File: src/rtl/mux2_arbiter_if.sv
`default_nettype none
// ============================================================================
//  Module      : mux2_arbiter_if
//  Description : Handshake bundle for the 2-to-1 mux arbiter. Carries both
//                requester valid/data/ready channels, the registered output
//                channel and the mux select.
//                  master : requester/consumer side (drives valids, data,
//                           out_ready)
//                  slave  : arbiter side (drives readys, out_valid,
//                           out_data, sel)
//  Revision    : 1.0 - initial release
// ============================================================================
interface mux2_arbiter_if #(
    parameter int WIDTH = 4
);
    logic             in0_valid;
    logic [WIDTH-1:0] in0_data;
    logic             in0_ready;
    logic             in1_valid;
    logic [WIDTH-1:0] in1_data;
    logic             in1_ready;
    logic             out_valid;
    logic [WIDTH-1:0] out_data;
    logic             out_ready;
    logic             sel;

    modport master (
        output in0_valid, in0_data, in1_valid, in1_data, out_ready,
        input  in0_ready, in1_ready, out_valid, out_data, sel
    );

    modport slave (
        input  in0_valid, in0_data, in1_valid, in1_data, out_ready,
        output in0_ready, in1_ready, out_valid, out_data, sel
    );
endinterface
`default_nettype wire

File: src/rtl/mux2_arbiter.sv
`default_nettype none
// ============================================================================
//  Module      : mux2_arbiter
//  Description : Round-robin arbiter and sequencer for a 2-to-1 mux datapath.
//                Picks one of two valid/ready requesters per cycle, drives the
//                mux select and registers the winning beat into a one-entry
//                output stage with its own valid/ready handshake.
//  Ports       : clk        - clock, rising edge
//                rst        - synchronous active-high reset
//                bus(slave) - in0/in1 valid/data/ready, out valid/data/ready,
//                             sel (source of last accepted beat)
//  Parameters  : WIDTH      - data width
//                BURST_LEN  - max consecutive grants to one source (2..16),
//                             only used with MUX2_ARB_BURST_EN
//  Build macro : MUX2_ARB_BURST_EN - enables burst-mode arbitration
//  Revision    : 1.0 - initial release
// ============================================================================
module mux2_arbiter #(
    parameter int WIDTH     = 4,
    parameter int BURST_LEN = 4
) (
    input  wire logic       clk,
    input  wire logic       rst,
    mux2_arbiter_if.slave   bus
);

    typedef enum logic [0:0] {
        ST_EMPTY = 1'b0,
        ST_FULL  = 1'b1
    } state_t;

    state_t           r_state;
    state_t           w_state_nxt;
    logic [WIDTH-1:0] r_data;
    logic             r_sel;

    logic             w_load_en;
    logic             w_pick;     // winner when both requesters are valid
    logic             w_grant0;
    logic             w_grant1;
    logic             w_accept;

    // Elaboration-time guard on the burst length range.
    if ((BURST_LEN < 2) || (BURST_LEN > 16)) begin : g_bad_burst_len
        $error("mux2_arbiter: BURST_LEN must be in 2..16");
    end

`ifdef MUX2_ARB_BURST_EN
    localparam int                 c_cnt_w   = $clog2(BURST_LEN);
    localparam logic [c_cnt_w-1:0] c_cnt_max = c_cnt_w'(BURST_LEN - 1);
    localparam logic [c_cnt_w-1:0] c_cnt_one = c_cnt_w'(1);

    logic [c_cnt_w-1:0] r_cnt;
    // Cleared by reset: until the first accept, sel is only a reset value,
    // so the first both-valid arbitration behaves as a source switch (in1).
    logic               r_primed;

    always_comb begin
        w_pick = ~r_sel;
        if (r_primed && (r_cnt < c_cnt_max)) begin
            w_pick = r_sel;
        end
    end
`else
    always_comb begin
        w_pick = ~r_sel;
    end
`endif

    // ------------------------------------------------------------------------
    // Grant logic. out_ready feeds the readys combinationally so a full
    // register can drain and refill in the same cycle.
    // ------------------------------------------------------------------------
    always_comb begin
        w_load_en = (r_state == ST_EMPTY) || bus.out_ready;
        w_grant0  = 1'b0;
        w_grant1  = 1'b0;
        if (!rst && w_load_en) begin
            if (bus.in0_valid && bus.in1_valid) begin
                w_grant1 = w_pick;
                w_grant0 = ~w_pick;
            end else begin
                w_grant0 = bus.in0_valid;
                w_grant1 = bus.in1_valid;
            end
        end
        w_accept = w_grant0 | w_grant1;
    end

    // ------------------------------------------------------------------------
    // Output-register state machine
    // ------------------------------------------------------------------------
    always_comb begin
        w_state_nxt = r_state;
        case (r_state)
            ST_EMPTY: begin
                if (w_accept) begin
                    w_state_nxt = ST_FULL;
                end
            end
            ST_FULL: begin
                if (!w_accept && bus.out_ready) begin
                    w_state_nxt = ST_EMPTY;
                end
            end
            default: w_state_nxt = ST_EMPTY;
        endcase
    end

    always_ff @(posedge clk) begin
        if (rst) begin
            r_state <= ST_EMPTY;
        end else begin
            r_state <= w_state_nxt;
        end
    end

    always_ff @(posedge clk) begin
        if (rst) begin
            r_data <= '0;
            r_sel  <= 1'b0;
        end else if (w_accept) begin
            r_data <= w_grant1 ? bus.in1_data : bus.in0_data;
            r_sel  <= w_grant1;
        end
    end

`ifdef MUX2_ARB_BURST_EN
    // Counts extra beats from the current source; saturates so a lone
    // requester can stream indefinitely without wrapping.
    always_ff @(posedge clk) begin
        if (rst) begin
            r_cnt    <= '0;
            r_primed <= 1'b0;
        end else if (w_accept) begin
            r_primed <= 1'b1;
            if (r_primed && (w_grant1 == r_sel)) begin
                if (r_cnt != c_cnt_max) begin
                    r_cnt <= r_cnt + c_cnt_one;
                end
            end else begin
                r_cnt <= '0;
            end
        end
    end
`endif

    assign bus.in0_ready = w_grant0;
    assign bus.in1_ready = w_grant1;
    assign bus.out_valid = (r_state == ST_FULL);
    assign bus.out_data  = r_data;
    assign bus.sel       = r_sel;

endmodule
`default_nettype wire

File: src/flat_wrapper.sv
// flat-port wrapper written by rule: the top's interface ports become plain ports
module mux2_arbiter_flat 
#(
    parameter int WIDTH     = 4,
    parameter int BURST_LEN = 4
)
  (clk, rst, bus_in0_valid, bus_in0_data, bus_in1_valid, bus_in1_data, bus_out_ready, bus_in0_ready, bus_in1_ready, bus_out_valid, bus_out_data, bus_sel);
  mux2_arbiter_if #(.WIDTH(WIDTH)) bus_i ();
  input  wire logic clk;
  input  wire logic rst;
  input wire logic [$bits(bus_i.in0_valid)-1:0] bus_in0_valid;
  input wire logic [$bits(bus_i.in0_data)-1:0] bus_in0_data;
  input wire logic [$bits(bus_i.in1_valid)-1:0] bus_in1_valid;
  input wire logic [$bits(bus_i.in1_data)-1:0] bus_in1_data;
  input wire logic [$bits(bus_i.out_ready)-1:0] bus_out_ready;
  output wire logic [$bits(bus_i.in0_ready)-1:0] bus_in0_ready;
  output wire logic [$bits(bus_i.in1_ready)-1:0] bus_in1_ready;
  output wire logic [$bits(bus_i.out_valid)-1:0] bus_out_valid;
  output wire logic [$bits(bus_i.out_data)-1:0] bus_out_data;
  output wire logic [$bits(bus_i.sel)-1:0] bus_sel;
  assign bus_i.in0_valid = bus_in0_valid;
  assign bus_i.in0_data = bus_in0_data;
  assign bus_i.in1_valid = bus_in1_valid;
  assign bus_i.in1_data = bus_in1_data;
  assign bus_i.out_ready = bus_out_ready;
  assign bus_in0_ready = bus_i.in0_ready;
  assign bus_in1_ready = bus_i.in1_ready;
  assign bus_out_valid = bus_i.out_valid;
  assign bus_out_data = bus_i.out_data;
  assign bus_sel = bus_i.sel;
  mux2_arbiter #(.WIDTH(WIDTH), .BURST_LEN(BURST_LEN)) u_core (.clk(clk), .rst(rst), .bus(bus_i));
endmodule
File: config.mk
export PLATFORM = sky130hd
export DESIGN_NAME = mux2_arbiter_flat
export DESIGN_NICKNAME = d
export VERILOG_FILES = /design/src/rtl/mux2_arbiter_if.sv /design/src/rtl/mux2_arbiter.sv /design/src/flat_wrapper.sv
export SDC_FILE = /design/constraint.sdc
export NUM_CORES = 1
export LEC_CHECK = 0
export CAP_MARGIN = 20
export CORE_AREA = 3 3 40 42
export DETAILED_ROUTE_END_ITERATION = 10
export DIE_AREA = 0 0 43 45
export GPL_TIMING_DRIVEN = 0
export PLACE_DENSITY = 0.74
export SLEW_MARGIN = 5
export SYNTH_ARGS = -nofsm -noshare
export SYNTH_HDL_FRONTEND = slang
export SYNTH_SLANG_ARGS = --single-unit
File: constraint.sdc
create_clock -name clk -period 1.3 [get_ports clk]
set_clock_uncertainty 0.2 [all_clocks]
set_input_delay 0.325 -clock clk [delete_from_list [all_inputs] [get_ports clk]]
set_output_delay 0.325 -clock clk [all_outputs]
set_load 0.1 [all_outputs]
# Yosys cells after proc, flatten, opt, wreduce, memory -nomap -nowiden
# Index checks and enable logic that the tools add are counted.
# Widths: inputs -> output; s select.
totals:
  out_inout_bits: 8
  input_bits: 13
  word_cells: 20
  reg_bits: 6
classes:
  reduce_logical: 6
  muxes: 8
  bitwise_logic: 3
ops:
  columns: ["op", "count"]
  rows:
  - ["$mux 1", 6]
  - ["$mux 4", 1]
  - ["$logic_and 1x1->1", 3]
  - ["$logic_not 1->1", 2]
  - ["$not 1->1", 2]
  - ["$pmux 1 s2", 1]
  - ["$logic_or 1x1->1", 1]
  - ["$or 1x1->1", 1]

# Logic depth before layout (Yosys ltp)
logic_depth:
  depth_word: 9
  ltp_mapped: 4
  mapped_depth_nobuf: 3

# Worst setup path after synthesis
# No wires, ideal clock.
synth_path:
  path_type: "register -> output"
  startpoint: "register u_core.r_sel (netlist: u_core.bus.sel)"
  endpoint: "output port bus_in0_ready"
  path_slack_ns: -2.483
  stages_incl_launch_ff: 3
  t_arrival_ns: 3.258
  required_time_ns: 0.775
  cell_sequence: "dfxtp_1 -> o21ai_0 -> nor3_1"
synth_via:
  elab_chain_cells: 2
synth_lines:
  columns: ["element", "line_no", "source"]
  rows:
  - ["start, declared", "mux2_arbiter.sv:35", "logic r_sel;"]
  - ["start signal, assigned", "mux2_arbiter.sv:124", "r_sel <= w_grant1;"]
  - ["$mux 1", "mux2_arbiter.sv:79", "if (bus.in0_valid && bus.in1_valid) begin"]
  - ["$mux 1", "mux2_arbiter.sv:78", "if (!rst && w_load_en) begin"]
  - ["end, declared", "flat_wrapper.sv:16", "output wire logic [$bits(bus_i.in0_ready)-1:0] bus_in0_ready;"]
# No other way between the ends.

# Worst setup path in the final report
layout_path:
  startpoint: "register u_core.r_sel (netlist: u_core.bus.sel)"
  endpoint: "output port bus_in1_ready"
layout_via:
  elab_chain_cells: 3
layout_lines:
  columns: ["element", "line_no", "source"]
  rows:
  - ["$not 1->1", "mux2_arbiter.sv:66", "w_pick = ~r_sel;"]
  - ["$mux 1", "mux2_arbiter.sv:79", null]
  - ["$mux 1", "mux2_arbiter.sv:78", null]
  - ["end, declared", "flat_wrapper.sv:17", "output wire logic [$bits(bus_i.in1_ready)-1:0] bus_in1_ready;"]
# No other way between the ends.

==> out/summary.txt <==
failing checks: setup timing
syn_nets: 53
largest net degree at the start of global routing: 10
placed insts: 75
Final setup viols: 11
synth cell count leaders: 6 x dfxtp_1, 4 x a311oi_1, 4 x a31oi_1, 4 x nand4_1, 4 x o31ai_1
Hold EP: u_core.bus.out_valid
setup TNS: -2.21 ns
Crit. End Element: output pin
most frequent cell after synthesis: dfxtp_1
worst flop-to-flop path startpoint: u_core.bus.sel
Die Height: 45 um
CTS H-tree depth: 1
Initial DRC Count: 10
MaxCap Viol Count: 0
met3 usage: 3.98%
GRT Residual Overflow: 0
number of global-route vias before repair: 462
YS warnings: 0
min-delay src: bus_in1_valid
min setup slack post-route: -0.422 ns
All-Layer GR Usage: 14.6%
crit path max fanout: 3
Peak VDD IR: 0.000481 V
register area share after synthesis: 33.2%
clk sinks: 6
Port Buffer Count: 20
asr flop ratio synth: 0%
Worst setup SP type: flip-flop
Core ar.: 1280 um^2
flops & latches, synth: 6
global-route wire length before repair: 2090 um
Ports: 21
worst-path cell chain: a21bo_4, nor3_4, buf_12
final count of pins violating max slew: 0
M1 GR Usage: 18.2%
share of cells above drive strength 1: 61.3%
clock buffer depth: 2
Synth area leader: dfxtp_1
Yosys top cell area share: 33.2%
hold path cells: 3
GPL Wtd Cong: 0.729
cells after synthesis: 40
Detailed Route WL: 1380 um
Avg Vias per Cell: 5.28
Die W: 43 um
Area after DPL: 624 um^2
CP arrival: 1.20 ns
Worst Setup Path Type: reg2out
TritonRoute pass-1 iters: 4
row count: 13
Slowest cell on crit path: dfxtp_4
outcome: finished, violations left
Area growth syn-to-layout: 142%
critical path depth in cells: 3
Root Buffer: clkbuf_4
Clk pin slew, worst setup/hold paths: 0.06 ns
Setup WS pre-CTS: -1.69 ns
post-route clock period utilization: 132%
static leakage: 0.346 nW
fin crit period: 1.72 ns
RSZ-0062 raised after global routing: true
Top FF cell, synth: dfxtp_1
initial core utilization: 28.1%
Total Power: 798 uW
DRT antenna net count: 0
fmax: 581 MHz
Cell variety after synth: 22
Top delay family on crit path: flip-flops
number of remaining DRC errors: 0
worst skew pair latency: 0.25 ns
fin area: 873 um^2
Hold Path Class: in2reg
CTS tree: built
WHS: 0.371 ns
mapped cell area: 362 um^2
pin slew with the least headroom to its limit: 0.333 ns
Max-slew headroom: 77.7%
most area-consuming cells after synthesis: dfxtp_1 33%, a311oi_1 9.7%, o31ai_1 8.3%, a31oi_1 6.9%, nand4_1 6.9%
Buf/Inv on CP: 1
Reg2Reg Capture Point: u_core.bus.out_data[2]
final cell count without fillers: 90
Syn Area/Cell: 9.04 um^2
CP required: 0.77 ns
Final Hold Fails: 0
wire per inst: 15.4 um
R2R Setup Slk: -0.25 ns
initial antenna violation count: 0
CP max stage delay: 0.35 ns
DP Wirelength: 808 um
die footprint: 1940 um^2
Reg2Reg Depth: 6
DR vias: 475
nets: 90
Post-synth EDFFs: 0
fin util: 68.0%
Hold-fix buffers, CTS: 0
Ant. Diodes: 0
grt peak-use layer: met2
Num CTS Buffers: 3
met2 usage: 25.1%
pwr/cell area: 914 nW/um^2
final cells by class:
cell class	count	area, um^2
sequential	6	133
clock buffer	3	22.5
inverter	2	7.51
tap	15	18.8
fill	97	412
multi-input combinational	29	273
buffer	2	16.3
timing repair buffer	33	403
what timing repair did:
action / CTS / global route
pin swaps: 6 / 4
hold endpoints to repair: 0 / 0
buffers inserted: 13 / 1
gates cloned: 0 / 0
resized for setup: 88 / 7
setup endpoints to repair: 13 / 13
how the worst max path moves through the flow:
| stage | slack, ns | to | from |
|---|---|---|---|
| 6_report | -0.42 | bus_in1_ready | u_core.bus.sel |
| 5_1_grt | -0.45 | bus_in1_ready | u_core.bus.sel |
| 4_1_cts | -0.41 | bus_in1_ready | u_core.bus.sel |
| 3_5_place_dp | -1.69 | bus_in1_ready | bus_in1_valid |
| 3_3_place_gp | -1.69 | bus_in1_ready | bus_in1_valid |
| 2_1_floorplan | -0.74 | bus_in1_ready | u_core.bus.sel |
tightest hold or removal path, stage by stage:
cell	delay, ns
clkdlybuf4s15_2	0.21
nor2_1	0.10
a21oi_1	0.14
kinds of logic (layout without fill, tap and decap cells):
kind of cell / Yosys count / count (layout) / share of synthesized area [%]
buffers and inverters: 5 / 40 / 8.65
AOI/OAI and AO/OA: 18 / 18 / 38.1
and+or+nand+nor: 11 / 11 / 20.1
DFF: 6 / 6 / 33.2
flip-flops by register name (all words and copies together) (netlist names):
register / flops
u_core.bus.out_data: 4
u_core.bus.out_valid: 1
u_core.bus.sel: 1
per-layer routing:
| layer | up-vias | wire (um) |
|---|---|---|
| li1 | 231 | - |
| met1 | 223 | 558 |
| met2 | 21 | 722 |
| met3 | 0 | 101 |
| met4 | 0 | 0 |
| met5 | - | 0 |
power breakdown:
part           internal (mW)  switching [mW]
logic                  0.176           0.222
registers              0.200          0.0137
clock network          0.105          0.0799
cells in the final DEF (no fill, tap or decap), types with 2 or more instances in the layout:
| cell | instances |
|---|---|
| buf_12 | 8 |
| nand4_1 | 4 |
| a311oi_1 | 2 |
| clkdlybuf4s15_2 | 3 |
| buf_6 | 7 |
| o31ai_1 | 3 |
| dfxtp_2 | 4 |
| dfxtp_4 | 2 |
| a311oi_2 | 2 |
| a31oi_1 | 4 |
| buf_4 | 7 |
| clkdlybuf4s50_1 | 8 |
| nor3_4 | 3 |
| clkbuf_4 | 3 |
(Power assumes the default switching activity.)
==> variant (same settings) <==
`WIDTH` is set to 4 in 3 places; all go to 3.
--- a/src/rtl/mux2_arbiter_if.sv
+++ b/src/rtl/mux2_arbiter_if.sv
@@ -11,7 +11,7 @@
 //  Revision    : 1.0 - initial release
 // ============================================================================
 interface mux2_arbiter_if #(
-    parameter int WIDTH = 4
+    parameter int WIDTH = 3
 );
     logic             in0_valid;
     logic [WIDTH-1:0] in0_data;
--- a/src/rtl/mux2_arbiter.sv
+++ b/src/rtl/mux2_arbiter.sv
@@ -16,7 +16,7 @@
 //  Revision    : 1.0 - initial release
 // ============================================================================
 module mux2_arbiter #(
-    parameter int WIDTH     = 4,
+    parameter int WIDTH     = 3,
     parameter int BURST_LEN = 4
 ) (
     input  wire logic       clk,
--- a/src/flat_wrapper.sv
+++ b/src/flat_wrapper.sv
@@ -1,7 +1,7 @@
 // flat-port wrapper written by rule: the top's interface ports become plain ports
 module mux2_arbiter_flat 
 #(
-    parameter int WIDTH     = 4,
+    parameter int WIDTH     = 3,
     parameter int BURST_LEN = 4
 )
   (clk, rst, bus_in0_valid, bus_in0_data, bus_in1_valid, bus_in1_data, bus_out_ready, bus_in0_ready, bus_in1_ready, bus_out_valid, bus_out_data, bus_sel);
Ports: changed (resized bus_in0_data, bus_in1_data and bus_out_data); port bits go from 21 to 18. No check against the original RTL was run, so the function may have changed too.
==> variant against the unedited design <==
The flow still finishes with violations (negative setup slack). Area after synthesis is 16% lower. Setup slack lost 0.013 ns. Total power fell by 14%. Sequential share of layout area rose by 0.37 points. Sequential cell count shrank 1. Final area is 18% lower. Synthesized cell count fell by 15%. Routed wire length shrank 29%.
==> variant: results (changes against the unedited design) <==
min-delay-path-class: "in -> reg"
synth-compound-area-share_pct: 38.0  # -0.046 points
dr.first_iter.drc_count: 8  # -2
synthMuxAreaShare_pct: 0  # unchanged
ir_drop_mv: 0.546  # +13%
viasPerCell: 5.17  # -2.1%
ys_top_cells_by_area: "dfxtp_1 33%, a311oi_1 8.7%, o31ai_1 7.4%"
diodes: 0  # unchanged
setup_violations: 6  # -5
cts_max_path_buffers: 2  # unchanged
synth-adder-area-share_pct: 0  # unchanged
hold_depth: 3  # unchanged
clkLatencyLatePin_ns: 0.25  # about the same
tightestPinTransition_ns: 0.262  # -0.0706 ns
grt.total_usage_pct: 11.7  # -3.0 points
status: "finished, violations left"
grt_max_degree: 11  # +1
p_leak_uw: 0.000283  # -18%
hpwl_um: 678  # -16%
crit_fanout: 4  # +1
clk_pin_slew_ns: 0.04  # -0.02 ns
wl_per_cell_um: 12.7  # -17%
cts_made_buffers: 3  # unchanged
crit_arrival_ns: 1.21
antenna_found_initial: 0  # unchanged
async_flop_share_pct: 0  # unchanged
cts_root_buf: "clkbuf_4"
ys_types: 21  # -4.5%
timing.final.ws_setup_ns: -0.435  # -0.0129 ns
power_frac_seq_pct: 26.3  # -0.5 points
post_cts_buffers: 6  # -7
fin_setup_tns_ns: -1.07  # +1.13 ns
switching_share_pct: 38.1  # -1.5 points
yosysWarnings: 0  # unchanged
grt_pass1_vias: 405  # -12%
cts_resized: 73  # -17%
r2r_cells: 4  # -2
yosysSeqAreaShare_pct: 33.1  # -0.16 points
cts-htree-levels: 1  # unchanged
place_congestion: 0.787  # +8.0%
dr.pass1.iters: 4  # unchanged
synth_common_cells: "5 x dfxtp_1, 3 x a311oi_1, 3 x a31oi_1, 3 x nand4_1, 3 x o31ai_1"
largest_reg_flops: 3  # -1
io_buffers: 17  # -15%
syn_nets: 45  # -15%
grt_pass1_wl_mm: 1.62  # -22%
place_ws_ns: -1.68  # +0.0106 ns
drive_gt1_share_pct: 61.3  # about the same
synth_xor_area_share_pct: 0  # unchanged
violations: "negative setup slack"
pwr-share-comb_pct: 46.9  # -3.1 points
drc: 0  # unchanged
nets: 74  # -18%
[variant: cell count changes after synthesis]
cell and delta:
a311oi_1 -1, a31oi_1 -1, buf_4 -1, dfxtp_1 -1
nand2b_1 -1, nand4_1 -1, nor3_1 +1, nor3_2 -1
o31ai_1 -1, or2b_2 +1
[variant: per-layer routing]
metal	wire length (um)	track usage [%]	share of wire [%]	up-vias
met5	0	0	0	-
met4	9	3.61	0.92	0
met3	90	6.37	9.2	2
met2	547	21.6	56	15
met1	334	11.1	34	190
li1	-	-	-	191
[variant: cell type report]
type,instances,area [um^2]
Tap cell,15,18.8
Clock buffer,4,26.3
Buffer,1,11.3
Multi-Input combinational cell,25,241
Fill cell,112,569
Inverter,2,7.51
Sequential cell,5,111
Timing Repair Buffer,25,299
[variant: path summary, 6_finish.rpt]
| kind | startpoint | end | slack (ns) |
|---|---|---|---|
| min reg2reg | u_core.bus.sel | u_core.bus.sel | 0.43 |
| max | u_core.bus.sel | bus_in1_ready | -0.44 |
| min | bus_in1_valid | u_core.bus.out_valid | 0.29 |
| max reg2reg | u_core.bus.sel | u_core.bus.out_data[2] | -0.07 |
[variant: through the flow]
stage	utilization [%]	cell area (um^2)	std cells	power [uW]
after global placement	42.2	542	66	428
after CTS	53.0	681	75	676
final	55.7	716	77	683
after detailed placement	42.2	542	66	430
after global routing	55.7	716	77	716
after floorplan	-	353	34	356
[variant: worst max-delay path: stages (launching register included)]
cell and delay (ns):
dfxtp_4 0.35, a21bo_4 0.22, nor3_4 0.18, buf_12 0.21
[variant: logic make-up (layout without fill, tap and decap cells)]
group | after synthesis | in the layout
AND/OR/NAND/NOR | 10 | 10
buffers and inverters | 4 | 32
AO/OA/AOI/OAI | 15 | 15
flip-flops | 5 | 5
